--- src/rtl/frame_seq_pkg.sv ---
// Shared types and defaults for the frame sequencer: FSM state, pixel word
// layout and the configuration legality check.
package frame_seq_pkg;

  localparam int CW_DEF         = 11;
  localparam int FIFO_DEPTH_DEF = 8;
  localparam int PIX_W          = 24;

  typedef enum logic [1:0] {
    IDLE  = 2'd0,
    ISSUE = 2'd1,
    DRAIN = 2'd2
  } seq_state_e;

  typedef struct packed {
    logic [7:0] r;
    logic [7:0] g;
    logic [7:0] b;
  } pixel_t;

  // Width must be a nonzero multiple of 4 so the packer sees whole groups.
  function automatic logic cfg_ok(input logic w_nz, input logic h_nz, input logic [1:0] w_lsb);
    return w_nz && h_nz && (w_lsb == 2'b00);
  endfunction

endpackage

--- src/rtl/frame_sequencer_if.sv ---
// Renderer request/response channels plus the downstream pixel stream.
// master = sequencer side, slave = renderer/packer side.
interface frame_sequencer_if
  import frame_seq_pkg::*;
#(
  parameter int CW = CW_DEF
) ();

  logic          req_valid;
  logic          req_ready;
  logic [CW-1:0] req_x;
  logic [CW-1:0] req_y;

  logic          rsp_valid;
  logic [7:0]    rsp_r;
  logic [7:0]    rsp_g;
  logic [7:0]    rsp_b;

  logic [7:0]    r;
  logic [7:0]    g;
  logic [7:0]    b;
  logic          valid;
  logic          sof;
  logic          eol;
  logic          in_stream_ready;

  modport master (
    output req_valid, req_x, req_y,
    input  req_ready,
    input  rsp_valid, rsp_r, rsp_g, rsp_b,
    output r, g, b, valid, sof, eol,
    input  in_stream_ready
  );

  modport slave (
    input  req_valid, req_x, req_y,
    output req_ready,
    output rsp_valid, rsp_r, rsp_g, rsp_b,
    input  r, g, b, valid, sof, eol,
    output in_stream_ready
  );

endinterface

--- src/rtl/sync_fifo.sv ---
// Show-ahead synchronous FIFO; head word is visible on rd_data whenever
// empty=0. Writes into a full FIFO are dropped.
module sync_fifo #(
  parameter int W     = 24,
  parameter int DEPTH = 8
) (
  input  logic         clk,
  input  logic         rst_n,
  input  logic         wr_en,
  input  logic [W-1:0] wr_data,
  input  logic         rd_en,
  output logic [W-1:0] rd_data,
  output logic         empty
);

  localparam int AW = $clog2(DEPTH);

  logic [W-1:0] mem [DEPTH];
  logic [AW:0]  wr_ptr;
  logic [AW:0]  rd_ptr;
  logic [AW:0]  count;
  logic         full;
  logic         do_wr;
  logic         do_rd;

  // Extra pointer bit distinguishes full from empty.
  assign count = wr_ptr - rd_ptr;
  assign empty = (count == '0);
  assign full  = (count == (AW+1)'(DEPTH));
  assign do_wr = wr_en && !full;
  assign do_rd = rd_en && !empty;

  always_ff @(posedge clk) begin
    if (!rst_n) begin
      wr_ptr <= '0;
      rd_ptr <= '0;
    end else begin
      if (do_wr) wr_ptr <= wr_ptr + (AW+1)'(1);
      if (do_rd) rd_ptr <= rd_ptr + (AW+1)'(1);
    end
  end

  always_ff @(posedge clk) begin
    if (do_wr) mem[wr_ptr[AW-1:0]] <= wr_data;
  end

  assign rd_data = mem[rd_ptr[AW-1:0]];

endmodule

--- src/rtl/frame_sequencer.sv ---
// Walks a width x height frame in raster order issuing pixel requests to the
// renderer, buffers in-order results and streams them out with sof/eol.
module frame_sequencer
  import frame_seq_pkg::*;
#(
  parameter int CW         = CW_DEF,
  parameter int FIFO_DEPTH = FIFO_DEPTH_DEF
) (
  input  logic          aclk,
  input  logic          aresetn,
  input  logic          start,
  input  logic          continuous,
  input  logic [CW-1:0] width,
  input  logic [CW-1:0] height,
  output logic          busy,
  output logic          frame_done,
  output logic          cfg_err,
  frame_sequencer_if.master bus
);

  localparam int CRW = $clog2(FIFO_DEPTH + 1);

  seq_state_e     state;
  logic [CW-1:0]  w_m1;
  logic [CW-1:0]  h_m1;
  logic           cont_lat;
  logic [CW-1:0]  req_x;
  logic [CW-1:0]  req_y;
  logic [CW-1:0]  ox;
  logic [CW-1:0]  oy;
  logic [CRW-1:0] credits;

  logic           req_valid;
  logic           hs;
  logic           pop;
  logic           empty;
  logic           start_ok;
  logic           last_pop;
  pixel_t         head;

  assign start_ok  = (state == IDLE) && start &&
                     cfg_ok(width != '0, height != '0, width[1:0]);
  // A credit stands for a free FIFO slot, so responses can never overflow.
  assign req_valid = (state == ISSUE) && (credits != '0);
  assign hs        = req_valid && bus.req_ready;
  assign pop       = !empty && bus.in_stream_ready;
  assign last_pop  = pop && (ox == w_m1) && (oy == h_m1);

  always_ff @(posedge aclk) begin
    if (!aresetn) begin
      state      <= IDLE;
      busy       <= 1'b0;
      frame_done <= 1'b0;
      cfg_err    <= 1'b0;
      cont_lat   <= 1'b0;
      w_m1       <= '0;
      h_m1       <= '0;
      req_x      <= '0;
      req_y      <= '0;
    end else begin
      frame_done <= 1'b0;
      case (state)
        IDLE: begin
          if (start_ok) begin
            w_m1     <= width - CW'(1);
            h_m1     <= height - CW'(1);
            cont_lat <= continuous;
            req_x    <= '0;
            req_y    <= '0;
            cfg_err  <= 1'b0;
            busy     <= 1'b1;
            state    <= ISSUE;
          end else if (start) begin
            cfg_err  <= 1'b1;
          end
        end
        ISSUE: begin
          if (hs) begin
            if (req_x == w_m1) begin
              req_x <= '0;
              if (req_y == h_m1) state <= DRAIN;
              else               req_y <= req_y + CW'(1);
            end else begin
              req_x <= req_x + CW'(1);
            end
          end
        end
        DRAIN: begin
          if (last_pop) begin
            frame_done <= 1'b1;
            req_x      <= '0;
            req_y      <= '0;
            if (cont_lat) begin
              state <= ISSUE;
            end else begin
              state <= IDLE;
              busy  <= 1'b0;
            end
          end
        end
        default: state <= IDLE;
      endcase
    end
  end

  // Output raster position of the FIFO head; wraps naturally between frames.
  always_ff @(posedge aclk) begin
    if (!aresetn || start_ok) begin
      ox <= '0;
      oy <= '0;
    end else if (pop) begin
      if (ox == w_m1) begin
        ox <= '0;
        oy <= (oy == h_m1) ? '0 : oy + CW'(1);
      end else begin
        ox <= ox + CW'(1);
      end
    end
  end

  always_ff @(posedge aclk) begin
    if (!aresetn) begin
      credits <= CRW'(FIFO_DEPTH);
    end else begin
      case ({hs, pop})
        2'b10:   credits <= credits - CRW'(1);
        2'b01:   if (credits != CRW'(FIFO_DEPTH)) credits <= credits + CRW'(1);
        default: credits <= credits;
      endcase
    end
  end

  sync_fifo #(
    .W     (PIX_W),
    .DEPTH (FIFO_DEPTH)
  ) u_fifo (
    .clk     (aclk),
    .rst_n   (aresetn),
    .wr_en   (bus.rsp_valid),
    .wr_data ({bus.rsp_r, bus.rsp_g, bus.rsp_b}),
    .rd_en   (pop),
    .rd_data (head),
    .empty   (empty)
  );

  assign bus.req_valid = req_valid;
  assign bus.req_x     = req_x;
  assign bus.req_y     = req_y;
  assign bus.valid     = !empty;
  assign bus.r         = head.r;
  assign bus.g         = head.g;
  assign bus.b         = head.b;
  assign bus.sof       = !empty && (ox == '0) && (oy == '0);
  assign bus.eol       = !empty && (ox == w_m1);

endmodule

--- src/flat_wrapper.sv ---
// flat-port wrapper written by rule: the top's interface ports become plain ports
module frame_sequencer_flat import frame_seq_pkg::*;
#(
  parameter int CW         = CW_DEF,
  parameter int FIFO_DEPTH = FIFO_DEPTH_DEF
)
  (aclk, aresetn, start, continuous, width, height, busy, frame_done, cfg_err, bus_req_valid, bus_req_x, bus_req_y, bus_req_ready, bus_rsp_valid, bus_rsp_r, bus_rsp_g, bus_rsp_b, bus_r, bus_g, bus_b, bus_valid, bus_sof, bus_eol, bus_in_stream_ready);
  frame_sequencer_if #(.CW(CW)) bus_i ();
  input  logic aclk;
  input  logic aresetn;
  input  logic start;
  input  logic continuous;
  input  logic [CW-1:0] width;
  input  logic [CW-1:0] height;
  output logic busy;
  output logic frame_done;
  output logic cfg_err;
  output wire logic [$bits(bus_i.req_valid)-1:0] bus_req_valid;
  output wire logic [$bits(bus_i.req_x)-1:0] bus_req_x;
  output wire logic [$bits(bus_i.req_y)-1:0] bus_req_y;
  input wire logic [$bits(bus_i.req_ready)-1:0] bus_req_ready;
  input wire logic [$bits(bus_i.rsp_valid)-1:0] bus_rsp_valid;
  input wire logic [$bits(bus_i.rsp_r)-1:0] bus_rsp_r;
  input wire logic [$bits(bus_i.rsp_g)-1:0] bus_rsp_g;
  input wire logic [$bits(bus_i.rsp_b)-1:0] bus_rsp_b;
  output wire logic [$bits(bus_i.r)-1:0] bus_r;
  output wire logic [$bits(bus_i.g)-1:0] bus_g;
  output wire logic [$bits(bus_i.b)-1:0] bus_b;
  output wire logic [$bits(bus_i.valid)-1:0] bus_valid;
  output wire logic [$bits(bus_i.sof)-1:0] bus_sof;
  output wire logic [$bits(bus_i.eol)-1:0] bus_eol;
  input wire logic [$bits(bus_i.in_stream_ready)-1:0] bus_in_stream_ready;
  assign bus_req_valid = bus_i.req_valid;
  assign bus_req_x = bus_i.req_x;
  assign bus_req_y = bus_i.req_y;
  assign bus_i.req_ready = bus_req_ready;
  assign bus_i.rsp_valid = bus_rsp_valid;
  assign bus_i.rsp_r = bus_rsp_r;
  assign bus_i.rsp_g = bus_rsp_g;
  assign bus_i.rsp_b = bus_rsp_b;
  assign bus_r = bus_i.r;
  assign bus_g = bus_i.g;
  assign bus_b = bus_i.b;
  assign bus_valid = bus_i.valid;
  assign bus_sof = bus_i.sof;
  assign bus_eol = bus_i.eol;
  assign bus_i.in_stream_ready = bus_in_stream_ready;
  frame_sequencer #(.CW(CW), .FIFO_DEPTH(FIFO_DEPTH)) u_core (.aclk(aclk), .aresetn(aresetn), .start(start), .continuous(continuous), .width(width), .height(height), .busy(busy), .frame_done(frame_done), .cfg_err(cfg_err), .bus(bus_i));
endmodule
--- config.mk ---
export PLATFORM = sky130hd
export DESIGN_NAME = frame_sequencer_flat
export DESIGN_NICKNAME = d
export VERILOG_FILES = /design/src/rtl/frame_seq_pkg.sv /design/src/rtl/frame_sequencer_if.sv /design/src/rtl/sync_fifo.sv /design/src/rtl/frame_sequencer.sv /design/src/flat_wrapper.sv
export SDC_FILE = /design/constraint.sdc
export NUM_CORES = 1
export LEC_CHECK = 0
export ABC_CLOCK_PERIOD_IN_PS = 3900
export BUFFER_PORTS_ARGS = -buffer_cell sky130_fd_sc_hd__buf_2
export CAP_MARGIN = 20
export CORE_MARGIN = 2
export CORE_UTILIZATION = 40
export DETAILED_ROUTE_END_ITERATION = 7
export PLACE_DENSITY = 0.63
export SYNTH_ARGS = -nofsm -noshare
export SYNTH_HDL_FRONTEND = slang
export SYNTH_HIERARCHICAL = 1
export SYNTH_SLANG_ARGS = --single-unit
export TNS_END_PERCENT = 50
--- constraint.sdc ---
create_clock -name aclk -period 3.9 [get_ports aclk]
set_input_delay 0.39 -clock aclk [delete_from_list [all_inputs] [get_ports aclk]]
set_output_delay 0.39 -clock aclk [all_outputs]
set_load 0.02 [all_outputs]
; ---- After elaboration in Yosys (flattened, before gate mapping)
; Memory sizes are Yosys's and may differ from the RTL's. A register that Yosys moved wholly into a read port is not among the register bits.
; Cells that the tools add are included.
[totals]
reg_bits = 84
ram_bits = 192
inputBits = 53
output_inout_bits = 53
wordCells = 114
mem_count = 1
[classes]
add_sub_neg = 11
n_eq_ne = 18
n_mux = 31
reduce_logical = 39
[mem_list]
columns = memory, words, width, rd, rd_clocked_by_memory_dff, wr, line_no
row1 = u_core.u_fifo.mem, 8, 24, 1, 1, 1, sync_fifo.sv:18  ; logic [W-1:0] mem [DEPTH];
[ops]
columns = cell, n
row1 = 2-to-1 mux 11 bit, 9
row2 = one-hot mux 11 bit (3 select lines), 2
row3 = "adder 11 x 1 -> 11 bit, second input constant", 4
row4 = == test 11 bit, 4
row5 = logical NOT 11 bit, 2
row6 = nonzero test 11 bit, 2
row7 = "subtractor 11 x 1 -> 11 bit, second input constant", 2
row8 = logical AND 1 bit, 14
row9 = "adder 4 x 1 -> 4 bit, second input constant", 3
row10 = 2-to-1 mux 2 bit, 5
row11 = AND reduction 2 bit, 5
row12 = 2-to-1 mux 1 bit, 9
row13 = "inequality test 2 x 1 -> 1 bit, second input constant", 4
row14 = "inequality test 2 bit, second input constant", 4
row15 = one-hot mux 4 bit (2 select lines), 1
row16 = AND reduction 4 bit, 2
row17 = 2-to-1 mux 3 bit, 2
row18 = one-hot mux 2 bit (3 select lines), 1
row19 = AND reduction 6 bit, 1
row20 = nonzero test 2 bit, 3
row21 = AND reduction 5 bit, 1
row22 = "== test 2 x 1 -> 1 bit, second input constant", 2
row23 = "== test 2 bit, second input constant", 2
row24 = "== test 4 bit, second input constant", 1
row25 = 11 further kinds, 14

; ---- Depth between registers and ports, before layout
; Gate-level depths: netlist of run 1.
[depth]
depth_word = 8
mapped_depth = 17
depth_no_buf = 16

; ---- Cells and area by module
; Netlist of run 1, hierarchy kept.
[modules_own_cells]
columns = module, instances, cells_each, area_per_inst_um2, seq_area_each_um2
row1 = sync_fifo, 1, 370, 7910.1, 5985.7
row2 = frame_sequencer, 1, 525, 4418.0, 1521.5

; ---- Least setup slack after synthesis of run 1
; No wires, ideal clock.
[synth_timing]
path_type = register to register
start = register u_core.u_fifo.rd_ptr[2]
end = memory u_core.u_fifo.mem[0][0], enable pin
setup_ns = 0.466
t_arrival_ns = 3.912
t_required_ns = 3.434
slack_ns = -0.478
path_stages_with_launch = 8
path_buffers = 0
period_less_slack_ns = 4.378
path_cell_list = dfxtp_1 -> inv_1 -> ha_1 -> and3b_1 -> o21ai_1 -> a211oi_4 -> or2b_2 -> nor4_1
[synth_via]
elab_chain_cells = 6
[synth_rtl]
columns = element, line_no
row1 = from (decl), sync_fifo.sv:20  ; logic [AW:0] rd_ptr;
row2 = from (signal assigned), sync_fifo.sv:39  ; if (do_rd) rd_ptr <= rd_ptr + (AW+1)'(1);
row3 = subtractor 4 bit, sync_fifo.sv:27  ; assign count = wr_ptr - rd_ptr;
row4 = == test 4 bit, sync_fifo.sv:29  ; assign full = (count == (AW+1)'(DEPTH));
row5 = logical NOT 1 bit, sync_fifo.sv:30  ; assign do_wr = wr_en && !full;
row6 = logical AND 1 bit, sync_fifo.sv:30
row7 = 2-to-1 mux 1 bit, sync_fifo.sv:44  ; if (do_wr) mem[wr_ptr[AW-1:0]] <= wr_data;
row8 = 2-to-1 mux 1 bit (implied by the code), sync_fifo.sv:44
row9 = to (decl), sync_fifo.sv:18
; No other way between the ends.

; ---- Worst setup path after layout of run 1
[layout_timing]
start = register u_core.u_fifo.wr_ptr[1]
end = register u_core.credits[3]
[layout_via]
elab_chain_cells = 7
word_cells_on_any_way = 10
classes_between = add/sub: 1 / eq/ne: 3 / mux: 1 / reduce/logical: 5
[layout_rtl]
columns = element, line_no
row1 = from (decl), sync_fifo.sv:19  ; logic [AW:0] wr_ptr;
row2 = from (signal assigned), sync_fifo.sv:38  ; if (do_wr) wr_ptr <= wr_ptr + (AW+1)'(1);
row3 = subtractor 4 bit *, sync_fifo.sv:27
row4 = logical NOT 4 bit *, sync_fifo.sv:28  ; assign empty = (count == '0);
row5 = via u_core.empty, frame_sequencer.sv:36  ; logic empty;
row6 = logical NOT 1 bit *, frame_sequencer.sv:46  ; assign pop = !empty && bus.in_stream_ready;
row7 = logical AND 1 bit *, frame_sequencer.sv:46
row8 = via u_core.pop, frame_sequencer.sv:35  ; logic pop;
row9 = == test 2 x 1 -> 1 bit / == test 2 bit (equally long branches), frame_sequencer.sv:125  ; case ({hs, pop})
row10 = inequality test 2 x 1 -> 1 bit (no line) / nonzero test 2 bit (equally long branches), n/a
row11 = AND reduction 2 bit (no line), n/a
row12 = to (signal assigned), frame_sequencer.sv:126  ; 2'b10: credits <= credits - CRW'(1);
row13 = to (signal assigned), frame_sequencer.sv:127  ; 2'b01: if (credits != CRW'(FIFO_DEPTH)) credits <= credits + CRW'(1);
row14 = to (signal assigned), frame_sequencer.sv:128  ; default: credits <= credits;
row15 = to (decl), frame_sequencer.sv:31  ; logic [CRW-1:0] credits;
; Mark *: on every way through the listed nets, which the timed path passes. The rest lies on a longest branch.
; A chain may end at the register's enable or synchronous reset.

==> results of run 1 <==
==> logic make-up (layout without fill, tap and decap cells) <==
logic type,after synthesis,count (layout),share of synthesized area (%)
multiplexers,80,80,11.61
AND/OR/NAND/NOR,271,271,11.18
AO/OA/AOI/OAI,105,105,6.597
XOR/XNOR,83,83,5.897
flip-flops,279,279,60.90
other,0,1,0
buffers and inverters,59,197,1.928
adder cells (fa/ha/maj),18,18,1.888
==> metal layers <==
layer	vias to the layer above	wire, um	track usage [%]
li1	3671	-	-
met1	3742	11950	21.84
met2	165	13190	28.20
met3	38	1324	2.938
met4	0	501	3.967
met5	-	0	0
==> area by class of cell <==
| cell class | count | area (um^2) |
|---|---|---|
| fill | 2731 | 16060 |
| sequential | 279 | 7512 |
| multi-input combinational | 557 | 4643 |
| clock buffer | 35 | 769.5 |
| timing repair buffer | 123 | 680.7 |
| tap | 396 | 495.5 |
| clock inverter | 19 | 191.4 |
| inverter | 20 | 75.07 |
| antenna | 1 | 2.502 |
==> worst max-delay path: stages, from the launching register on <==
cell	delay (ps)
dfxtp_1	540
ha_1	310
and3b_1	200
or3_4	410
nand2_1	230
nor2_1	90
inv_1	100
nand2_1	220
inv_1	130
nand2_1	140
ha_1	300
a21o_1	170
a21oi_1	200
and3_1	210
o21a_1	120
o21ai_0	70
==> through the flow <==
stage | util (%) | hold WS [ps]
after CTS | 47.13 | 23.08
after floorplan | - | 473.3
after detailed placement | 43.97 | 498.0
final | 47.22 | 48.77
after global placement | 43.97 | 494.3
after global routing | 47.22 | 55.30
==> how the worst max path moves through the flow <==
stage,start,end,slack (ps),cells after the start
final,u_core/u_fifo/wr_ptr[1],u_core/credits[3],320,15
after global routing,u_core/u_fifo/wr_ptr[1],u_core/credits[3],80,15
after CTS,u_core/u_fifo/wr_ptr[1],u_core/credits[3],330,15
after detailed placement,u_core/u_fifo/wr_ptr[1],u_core/credits[3],370,15
after global placement,u_core/u_fifo/wr_ptr[1],u_core/credits[3],460,15
after floorplan,u_core/u_fifo/wr_ptr[1],u_core/u_fifo/mem[4][0],-150,5
==> state kept, by name, summed over array words and instances, names as in the netlist, 2 cells and up, named ones only <==
name                  count
u_core/w_m1              11
u_core/u_fifo/rd_ptr      4
u_core/h_m1              11
u_core/u_fifo/mem       192
u_core/bus.req_y         11
u_core/oy                11
u_core/credits            4
u_core/bus.req_x         11
u_core/state              2
u_core/ox                11
u_core/u_fifo/wr_ptr      4
==> where the power goes <==
group	leakage (uW)	switching, uW	internal (uW)
logic	0.00211	1170	886
registers	0.00245	139	3390
clock network	0.000456	1140	1610
total	0.00501	2460	5890
==> cell usage in the layout (no fill, tap or decap), drive strengths merged, types with 6 or more instances in the layout <==
cell    synthesis  routed
ha             17      17
o31ai           6       6
a211oi         21      21
or3             8       8
o21a            7       7
nand2b          8       8
o41ai           7       7
nor3           23      23
nor4           17      17
edfxtp        192     192
nand4          18      18
mux2i           8       8
a31oi           7       7
buf            15     123
mux2           24      24
nand2          56      56
and2            6       6
clkinv          0      10
dfxtp          87      87
nand3          26      26
or2             8       8
mux4           48      48
and3           12      12
inv            20      21
o21ai          11      11
clkbuf         24      35
a21oi          11      11
xor2           34      34
xnor2          49      49
nor2           69      69
==> summary.md, run 1 <==
| Metric | Value |
|---|---|
| Vias in the first global route | `7604` |
| DRT iter0 DRCs | `522` |
| Worst Hold Class | `input port to register` |
| Inst Count DP | `1374` |
| Syn avg cell area | `13.77 um^2` |
| Starting density of the core | `40.51%` |
| Global-route wire length before repair | `42.81 mm` |
| #FFs+latches synth | `279` |
| Root Driver | `clkbuf_16` |
| CP arrival | `4000 ps` |
| Gr usage total | `16.48%` |
| CP Max Fanout | `9` |
| Setup WS post-layout | `315.8 ps` |
| Top cell type's share of synthesized area | `46.77%` |
| Prevailing post-synth register cell | `edfxtp_1` |
| Hold Vio Cnt, Final | `0` |
| Worst-margin pin slew | `824.7 ps` |
| PD cells | `580.4 mW/mm^2` |
| DRC viols | `0` |
| Worst-path clk slew | `60 ps` |
| DRT antenna net count | `0` |
| DIE AREA | `0.03224 mm^2` |
| Max-Cap Viols | `0` |
| DR pass1 iterations | `4` |
| Final Max Slew Viols | `0` |
| WHS Endpoint | `u_core/h_m1[0]` |
| Final Setup Violations | `0` |
| Synth cell types | `62` |
| Synth warnings | `6` |
| Placed wire-length estimate | `16.93 mm` |
| Post-route minimum period | `3584 ps` |
| H-tree Lvls | `1` |
| Worst Hold Depth | `2` |
| Hold_sp | `height[0]` |
| Sequential element share of the synthesized area | `60.90%` |
| Via count | `7616` |
| Total negative setup slack | `0 ps` |
| Reg-to-reg critical path startpoint | `u_core/u_fifo/wr_ptr[1]` |
| Post-Syn Area | `0.01233 mm^2` |
| CP Capture Type | `register` |
| Worst setup SP type | `register` |
| Clock tree buffer depth | `3` |
| Pre-CTS setup slack | `371.3 ps` |
| R2r setup slk | `320 ps` |
| Design area | `0.01437 mm^2` |
| Nets | `1082` |
| Top post-synthesis cells by area | `edfxtp_1 (47%), dfxtp_1 (14%), mux4_2 (8.8%)` |
| GRT Residual Overflow | `0` |
| Core area | `0.03043 mm^2` |
| Peak supply drop | `0.4298 mV` |
| Final cycle utilization of the critical path | `91.90%` |
| Non-filler cells, final | `1430` |
| Mapped Nets | `966` |
| RePlAce Congestion | `0.8176` |
| Initial antenna violation count | `0` |
| Chip width | `179.6 um` |
| Pin count of the biggest net entering global routing | `49` |
| CTS tree | `done` |
| # rows | `64` |
| Port-buffer cells | `105` |
| Fin Clk Skew | `17.34 ps` |
| Capturing point of the worst reg2reg path | `u_core/credits[3]` |
| Share of cells above drive strength 1 | `25.85%` |
| Mapped Cells | `895` |
| Routed WL | `26.97 mm` |
| EDFF count, synth | `192` |
| RSZ-0062 raised after global routing | `no` |
| FMAX | `279.0 MHz` |
| Die height | `179.6 um` |
| Relative slew slack | `44.72%` |
| Synth area leader | `edfxtp_1` |
| I/O pin count | `106` |
| Crit path kind | `register to register` |
| Routed len/inst | `18.86 um` |
| Cts bufs inserted | `30` |
| Critical Path RT | `4310 ps` |
| Total power | `8341 uW` |
| Post-CTS Resized | `0` |
| Most frequent cell after synthesis | `edfxtp_1` |
| Status | `finished clean` |
| Syn-to-layout area delta | `16.56%` |
| Synth cell count leaders | `edfxtp_1 (192), dfxtp_1 (87), nor2_1 (69)` |
| Leak | `0.005013 uW` |
| DP Area | `0.01338 mm^2` |
| Post-synth ARST share | `0%` |
| Clock Latency Late Sink | `560 ps` |
| Vias per cell | `5.326` |
| R2r worst-path depth | `15` |
| Clock sink count | `279` |
| Number of hold buffers added after CTS | `0` |
| Post-CTS Setup Repair Bufs | `0` |
(Power assumes the default switching activity.)
==> run 2, diff against run 1 <==
MAX_ROUTING_LAYER = met4   (was unset)
SYNTH_HIERARCHICAL = unset   (was 1)
==> summary.md, run 2 <==
| Metric | Value |
|---|---|
| Gr usage total | `17.26% (was 16.48%)` |
| Syn-to-layout area delta | `15.30% (was 16.56%)` |
| Core area | `0.03035 mm^2 (was 0.03043 mm^2)` |
| Fin Clk Skew | `19.84 ps (was 17.34 ps)` |
| Reg-to-reg critical path startpoint | `u_core.u_fifo.wr_ptr[0] (was u_core/u_fifo/wr_ptr[1])` |
| Pre-CTS setup slack | `606.3 ps (was 371.3 ps)` |
| GRT Residual Overflow | `0 (unchanged)` |
| Most frequent cells in the layout | `edfxtp_1 (192), buf_2 (105), dfxtp_1 (85) (unchanged)` |
| Routed len/inst | `18.71 um (was 18.86 um)` |
| I/O pin count | `106 (unchanged)` |
| Hold_sp | `height[0] (unchanged)` |
| Simple-gate area share of the yosys netlist | `10.47% (was 11.18%)` |
| Synth area leader | `edfxtp_1 (unchanged)` |
| CP max stage cell | `or4b_2 (was dfxtp_1)` |
| Synth Area in Compound Gates | `6.085% (was 6.597%)` |
| Cts bufs inserted | `29 (was 30)` |
| EDFF count, synth | `192 (unchanged)` |
| Port-buffer cells | `105 (unchanged)` |
| Share of cells above drive strength 1 | `24.83% (was 25.85%)` |
| Syn avg cell area | `13.70 um^2 (was 13.77 um^2)` |
| Final Max Slew Viols | `0 (unchanged)` |
| Synth warnings | `0 (was 6)` |
| Synth cell types | `56 (was 62)` |
| RSZ-0062 raised after global routing | `no (unchanged)` |
| Mux share of post-synthesis cell area | `11.45% (was 11.61%)` |
| Crit path kind | `register to output port (was register to register)` |
| Pin count of the biggest net entering global routing | `49 (unchanged)` |
| Routed WL | `26.49 mm (was 26.97 mm)` |
| Sequential element share of the synthesized area | `61.36% (was 60.90%)` |
| Vias per cell | `5.344 (was 5.326)` |
| DRT iter0 DRCs | `450 (was 522)` |
| Setup WS post-layout | `303.5 ps (was 315.8 ps)` |
| Clock Latency Late Sink | `550 ps (was 560 ps)` |
| Number of hold buffers added after CTS | `0 (unchanged)` |
| Die height | `178.9 um (was 179.6 um)` |
| Post-route minimum period | `3596 ps (was 3584 ps)` |
| Starting density of the core | `40.31% (was 40.51%)` |
| Met2 Wirelength | `12.82 mm (was 13.19 mm)` |
| Peak supply drop | `0.3793 mV (was 0.4298 mV)` |
| Most frequent cell after synthesis | `edfxtp_1 (unchanged)` |
| Relative slew slack | `33.84% (was 44.72%)` |
| Chip width | `178.9 um (was 179.6 um)` |
| #FFs+latches synth | `279 (unchanged)` |
| Worst-margin pin slew | `992.4 ps (was 824.7 ps)` |
| Total negative setup slack | `0 ps (unchanged)` |
| Global-route wire length before repair | `41.92 mm (was 42.81 mm)` |
| Post-CTS Resized | `0 (unchanged)` |
| Final cycle utilization of the critical path | `92.22% (was 91.90%)` |
| Top post-synthesis cells by area | `edfxtp_1 (47%), dfxtp_1 (14%), mux4_2 (8.8%) (unchanged)` |
| Top cell type's share of synthesized area | `47.13% (was 46.77%)` |
| Max FFs per register | `192 (unchanged)` |
| CP max stage delay | `710 ps (was 540 ps)` |
| Most common cell after layout, fill and taps aside | `edfxtp_1 (unchanged)` |
| R2r worst-path depth | `13 (was 15)` |
| CP Cell Sequence | `inv_1 > ha_1 > nand2_1 > or4b_2 > nand2_1 > inv_1 > and2_1 > buf_2 (was ha_1 > and3b_1 > or3_4 > nand2_1 > nor2_1 > inv_1 > nand2_1 > inv_1 > nand2_1 > ha_1 > a21o_1 > a21oi_1 > and3_1 > o21a_1 > o21ai_0)` |
| Worst Hold Class | `input port to register (unchanged)` |
| Prevailing post-synth register cell | `edfxtp_1 (unchanged)` |
| H-tree Lvls | `1 (unchanged)` |
| Critical path buffers and inverters | `3 (was 2)` |
| PD cells | `522.7 mW/mm^2 (was 580.4 mW/mm^2)` |
| CP Capture Type | `output port (was register)` |
| Top Layer Used | `met4 (unchanged)` |
| CP arrival | `3210 ps (was 4000 ps)` |
| Via count | `7567 (was 7616)` |
| Mapped Nets | `964 (was 966)` |
| Xor and xnor area share after synthesis | `6.269% (was 5.897%)` |
| CP Max Fanout | `13 (was 9)` |
| Capturing point of the worst reg2reg path | `u_core.credits[3] (was u_core/credits[3])` |
| Final Setup Violations | `0 (unchanged)` |
| Post-synth ARST share | `0% (unchanged)` |
| Clock sink count | `279 (unchanged)` |
| Largest family of logic cells by synthesized area | `multiplexers (unchanged)` |
| Routed wl met3 | `1.516 mm (was 1.324 mm)` |
| DIE AREA | `0.03200 mm^2 (was 0.03224 mm^2)` |
| Vias in the first global route | `7695 (was 7604)` |
| Root Driver | `clkbuf_16 (unchanged)` |
| Leak | `0.004899 uW (was 0.005013 uW)` |
| # rows | `64 (unchanged)` |
| Hold Vio Cnt, Final | `0 (unchanged)` |
| CP delay by family, top | `simple AND/OR/NAND/NOR gates (unchanged)` |
| Status | `finished clean (unchanged)` |
| Worst Hold Depth | `2 (unchanged)` |
| Worst-path clk slew | `60 ps (about the same)` |
| Post-CTS Setup Repair Bufs | `0 (unchanged)` |
| Worst setup SP type | `register (unchanged)` |
| R2r setup slk | `610 ps (was 320 ps)` |
| Synth cell count leaders | `edfxtp_1 (192), dfxtp_1 (87), nor2_1 (73) (was edfxtp_1 (192), dfxtp_1 (87), nor2_1 (69))` |
| Met1 WL | `11.56 mm (was 11.95 mm)` |
| Placed wire-length estimate | `16.91 mm (was 16.93 mm)` |
| FMAX | `278.0 MHz (was 279.0 MHz)` |
| Post-Syn Area | `0.01223 mm^2 (was 0.01233 mm^2)` |
| Critical Path RT | `3510 ps (was 4310 ps)` |
| DRC viols | `0 (unchanged)` |
| WHS Endpoint | `u_core.h_m1[0] (was u_core/h_m1[0])` |
| Clock tree buffer depth | `3 (unchanged)` |
| DR pass1 iterations | `4 (unchanged)` |
| Nets | `1067 (was 1082)` |
| CTS tree | `done (unchanged)` |
| Post-Synth Adder-Cell Area | `1.902% (was 1.888%)` |
| RePlAce Congestion | `0.8517 (was 0.8176)` |
| Mapped Cells | `893 (was 895)` |
| Max-Cap Viols | `0 (unchanged)` |
| DRT antenna net count | `0 (unchanged)` |
| Initial antenna violation count | `1 (was 0)` |
## run 2: cell count changes in the layout (fill, tap and decap cells not counted), moves of 7 or more
| cell | previous run | this run |
|---|---|---|
| a21oi_1 | 11 | 31 |
| nand2_1 | 56 | 44 |
| nand4_1 | 18 | 11 |
| nor3_1 | 18 | 11 |
| nor4_1 | 13 | 21 |
| o22ai_1 | 0 | 8 |
| xnor2_1 | 49 | 56 |
## run 2: worst max path at each step
stage                             from                       to  cells past startpoint  slack, ps
2_1_floorplan  u_core.u_fifo.wr_ptr[0]  u_core.u_fifo.mem[2][0]                      9        120
3_3_place_gp   u_core.u_fifo.wr_ptr[0]        u_core.credits[3]                     13        690
3_5_place_dp   u_core.u_fifo.wr_ptr[0]        u_core.credits[3]                     13        610
4_1_cts        u_core.u_fifo.wr_ptr[0]                  bus_eol                      8        280
5_1_grt        u_core.u_fifo.wr_ptr[0]                  bus_eol                      8        100
6_report       u_core.u_fifo.wr_ptr[0]                  bus_eol                      8        300
## run 2: power by group
| part | internal (uW) | leakage (uW) | switching, uW |
|---|---|---|---|
| Clock | 1440 | 0.000420 | 1110 |
| Combinational | 641 | 0.00203 | 713 |
| Sequential | 3270 | 0.00245 | 198 |
| Total | 5350 | 0.00490 | 2020 |
## run 2: metrics by stage
step	area, um^2	cells	hold WS (ps)	total power, uW	utilization [%]
after floorplan	12240	893	434.6	4490	-
after global placement	13220	1361	453.0	4879	43.55
after detailed placement	13220	1361	454.2	4905	43.55
after CTS	14100	1415	36.63	7465	46.47
after global routing	14110	1416	57.16	7734	46.48
final	14110	1416	58.19	7373	46.48
## run 2: cell families (layout without fill, tap and decap cells)
kind of cell,Yosys count,in the layout
XOR/XNOR,86,86
AO/OA/AOI/OAI,108,108
buffers and inverters,72,198
multiplexers,77,77
flip-flops,279,279
other,0,1
adder cells (fa/ha/maj),18,18
AND/OR/NAND/NOR,253,253
## run 2: layout make-up
type                       count  area [um^2]
fill                        2674        16240
sequential                   279         7512
multi-input combinational    542         4474
clock buffer                  39        803.3
timing repair buffer         122        653.1
tap                          396        495.5
clock inverter                15        82.58
inverter                      22        82.58
antenna                        1        2.502
## run 2: layer usage
layer | global-route usage (%) | vias to the layer above
met4 | 5.081 | 0
met2 | 28.56 | 193
met1 | 21.61 | 3728
met5 | - | -
li1 | - | 3596
met3 | 3.287 | 50
==> run 3, diff against run 2 <==
ABC_CLOCK_PERIOD_IN_PS = unset   (was 3900)
PLACE_DENSITY = unset   (was 0.63)
==> summary.md, run 3 (synthesis results as in run 2) <==
| Metric | Value |
|---|---|
| Crit path kind | `register to output port (unchanged)` |
| Vias in the first global route | `7530 (was 7695)` |
| DRT iter0 DRCs | `578 (was 450)` |
| Total power | `7593 uW (was 7373 uW)` |
| Post-CTS Setup Repair Bufs | `0 (unchanged)` |
| Setup WS post-layout | `405.6 ps (was 303.5 ps)` |
| Max-Cap Viols | `0 (unchanged)` |
| Number of hold buffers added after CTS | `0 (unchanged)` |
| Comb power frac | `18.9% (was 18.4%)` |
| Final Max Slew Viols | `0 (unchanged)` |
| Sequential power share | `45.2% (was 47.1%)` |
| Final Setup Violations | `0 (unchanged)` |
| CTS tree | `done (unchanged)` |
| H-tree Lvls | `1 (unchanged)` |
| Cts bufs inserted | `29 (unchanged)` |
| Post-CTS Resized | `0 (unchanged)` |
| Syn-to-layout area delta | `16.24% (was 15.30%)` |
| Total negative setup slack | `0 ps (unchanged)` |
| Gr usage total | `17.41% (was 17.26%)` |
| Clock share of power | `36.0% (was 34.6%)` |
| I/O pin count | `106 (unchanged)` |
| DP Area | `0.01328 mm^2 (was 0.01322 mm^2)` |
| Chip width | `178.9 um (unchanged)` |
| Core area | `0.03035 mm^2 (unchanged)` |
| Initial antenna violation count | `1 (unchanged)` |
| Die height | `178.9 um (unchanged)` |
| Capturing point of the worst reg2reg path | `u_core.credits[3] (unchanged)` |
| Final cycle utilization of the critical path | `89.60% (was 92.22%)` |
| Clock sink count | `279 (unchanged)` |
| Nets | `1070 (was 1067)` |
| Internal power | `5523 uW (was 5354 uW)` |
| PD cells | `534.0 mW/mm^2 (was 522.7 mW/mm^2)` |
| Share of cells above drive strength 1 | `25.52% (was 24.83%)` |
| Design area | `0.01422 mm^2 (was 0.01411 mm^2)` |
| DR pass1 iterations | `5 (was 4)` |
| Switching share of power | `27.27% (was 27.39%)` |
| Reg-to-reg critical path startpoint | `u_core.u_fifo.wr_ptr[0] (unchanged)` |
| RSZ-0062 raised after global routing | `no (unchanged)` |
| Pin count of the biggest net entering global routing | `50 (was 49)` |
| Most frequent cells in the layout | `edfxtp_1 (192), buf_2 (105), dfxtp_1 (85) (unchanged)` |
| DRC viols | `0 (unchanged)` |
| Worst-path clk slew | `70 ps (was 60 ps)` |
| Relative slew slack | `48.31% (was 33.84%)` |
| # rows | `64 (unchanged)` |
| Clock tree buffer depth | `3 (unchanged)` |
| Starting density of the core | `40.31% (unchanged)` |
| P_sw | `2071 uW (was 2019 uW)` |
| Worst setup SP type | `register (unchanged)` |
| Critical Path RT | `3510 ps (about the same)` |
| Port-buffer cells | `105 (unchanged)` |
| GRT Residual Overflow | `0 (unchanged)` |
| Post-route minimum period | `3494 ps (was 3596 ps)` |
| Worst Hold Class | `input port to register (unchanged)` |
| Placed wire-length estimate | `17.36 mm (was 16.91 mm)` |
| R2r setup slk | `570 ps (was 610 ps)` |
| Leak | `0.004951 uW (was 0.004899 uW)` |
| Routed len/inst | `18.97 um (was 18.71 um)` |
| WHS Endpoint | `u_core.h_m1[0] (unchanged)` |
| FMAX | `286.2 MHz (was 278.0 MHz)` |
| Global-route wire length before repair | `41.87 mm (was 41.92 mm)` |
| Max FFs per register | `192 (unchanged)` |
| Hold_sp | `height[0] (unchanged)` |
| Clock Latency Late Sink | `550 ps (about the same)` |
| Worst Hold Depth | `2 (unchanged)` |
| DRT antenna net count | `0 (unchanged)` |
| Status | `finished clean (unchanged)` |
| R2r worst-path depth | `13 (unchanged)` |
| Fin util | `46.86% (was 46.48%)` |
| Peak supply drop | `0.3364 mV (was 0.3793 mV)` |
| Worst-margin pin slew | `775.3 ps (was 992.4 ps)` |
| Routed WL | `26.86 mm (was 26.49 mm)` |
| CP Capture Type | `output port (unchanged)` |
| CP Max Fanout | `13 (unchanged)` |
| DIE AREA | `0.03200 mm^2 (unchanged)` |
| Hold Vio Cnt, Final | `0 (unchanged)` |
| Fin Clk Skew | `16.41 ps (was 19.84 ps)` |
| Root Driver | `clkbuf_16 (unchanged)` |
| Most common cell after layout, fill and taps aside | `edfxtp_1 (unchanged)` |
| Via count | `7540 (was 7567)` |
| Pre-CTS setup slack | `610.4 ps (was 606.3 ps)` |
| CP arrival | `3100 ps (was 3210 ps)` |
| Crit path from | `u_core.u_fifo.wr_ptr[0] (unchanged)` |
| Vias per cell | `5.325 (was 5.344)` |
| RePlAce Congestion | `0.8325 (was 0.8517)` |
## run 3: changes by cell type in the layout (fill, tap and decap cells not counted), sizes merged
cell    delta
clkinv     +1
buf        +3
clkbuf     -7
bufinv     +3
## run 3: worst max-delay path by stage
stage	endpoint	slack (ps)
final	bus_eol	410
after global routing	bus_eol	280
after floorplan	u_core.u_fifo.mem[2][0]	120
after detailed placement	u_core.credits[3]	610
after CTS	bus_eol	400
after global placement	u_core.credits[3]	690
## run 3: final cells by class
type	count	area (um^2)
flip-flops and latches	279	7512
clock inverters	19	193.9
well taps	396	495.5
repair buffers	125	713.2
multi-input cells	542	4474
inverters	22	82.58
fillers	2677	16130
diodes	1	2.502
clock buffers	32	747.0
## run 3: worst max-delay path: stages (launching register included)
cell     delay, ps
dfxtp_1        530
inv_1          160
ha_1           330
nand2_1         70
or4b_2         720
nand2_1        100
buf_4          210
inv_1          120
and2_1         160
buf_2          160
## run 3: power by group through the flow
stage,logic [uW],clock network [uW],registers (uW)
after CTS,1460,2790,3440
after global placement,1430,0,3490
after detailed placement,1450,0,3500
after global routing,1570,2930,3450
after floorplan,1100,0,3390
final,1430,2730,3430
## run 3: per-stage QoR
step,hold WS [ps],cells
3_5_place_dp,453.0,1364
3_3_place_gp,446.8,1364
4_1_cts,43.23,1415
5_1_grt,48.10,1416
2_1_floorplan,434.6,893
6_report,70.45,1416
## run 3: per-layer routing
| metal | GRT usage, % | vias to the layer above | wire (um) |
|---|---|---|---|
| met4 | 3.625 | 0 | 365 |
| met2 | 29.28 | 205 | 13170 |
| li1 | - | 3609 | - |
| met3 | 2.926 | 31 | 1580 |
| met1 | 22.26 | 3695 | 11740 |
| met5 | - | - | 0 |
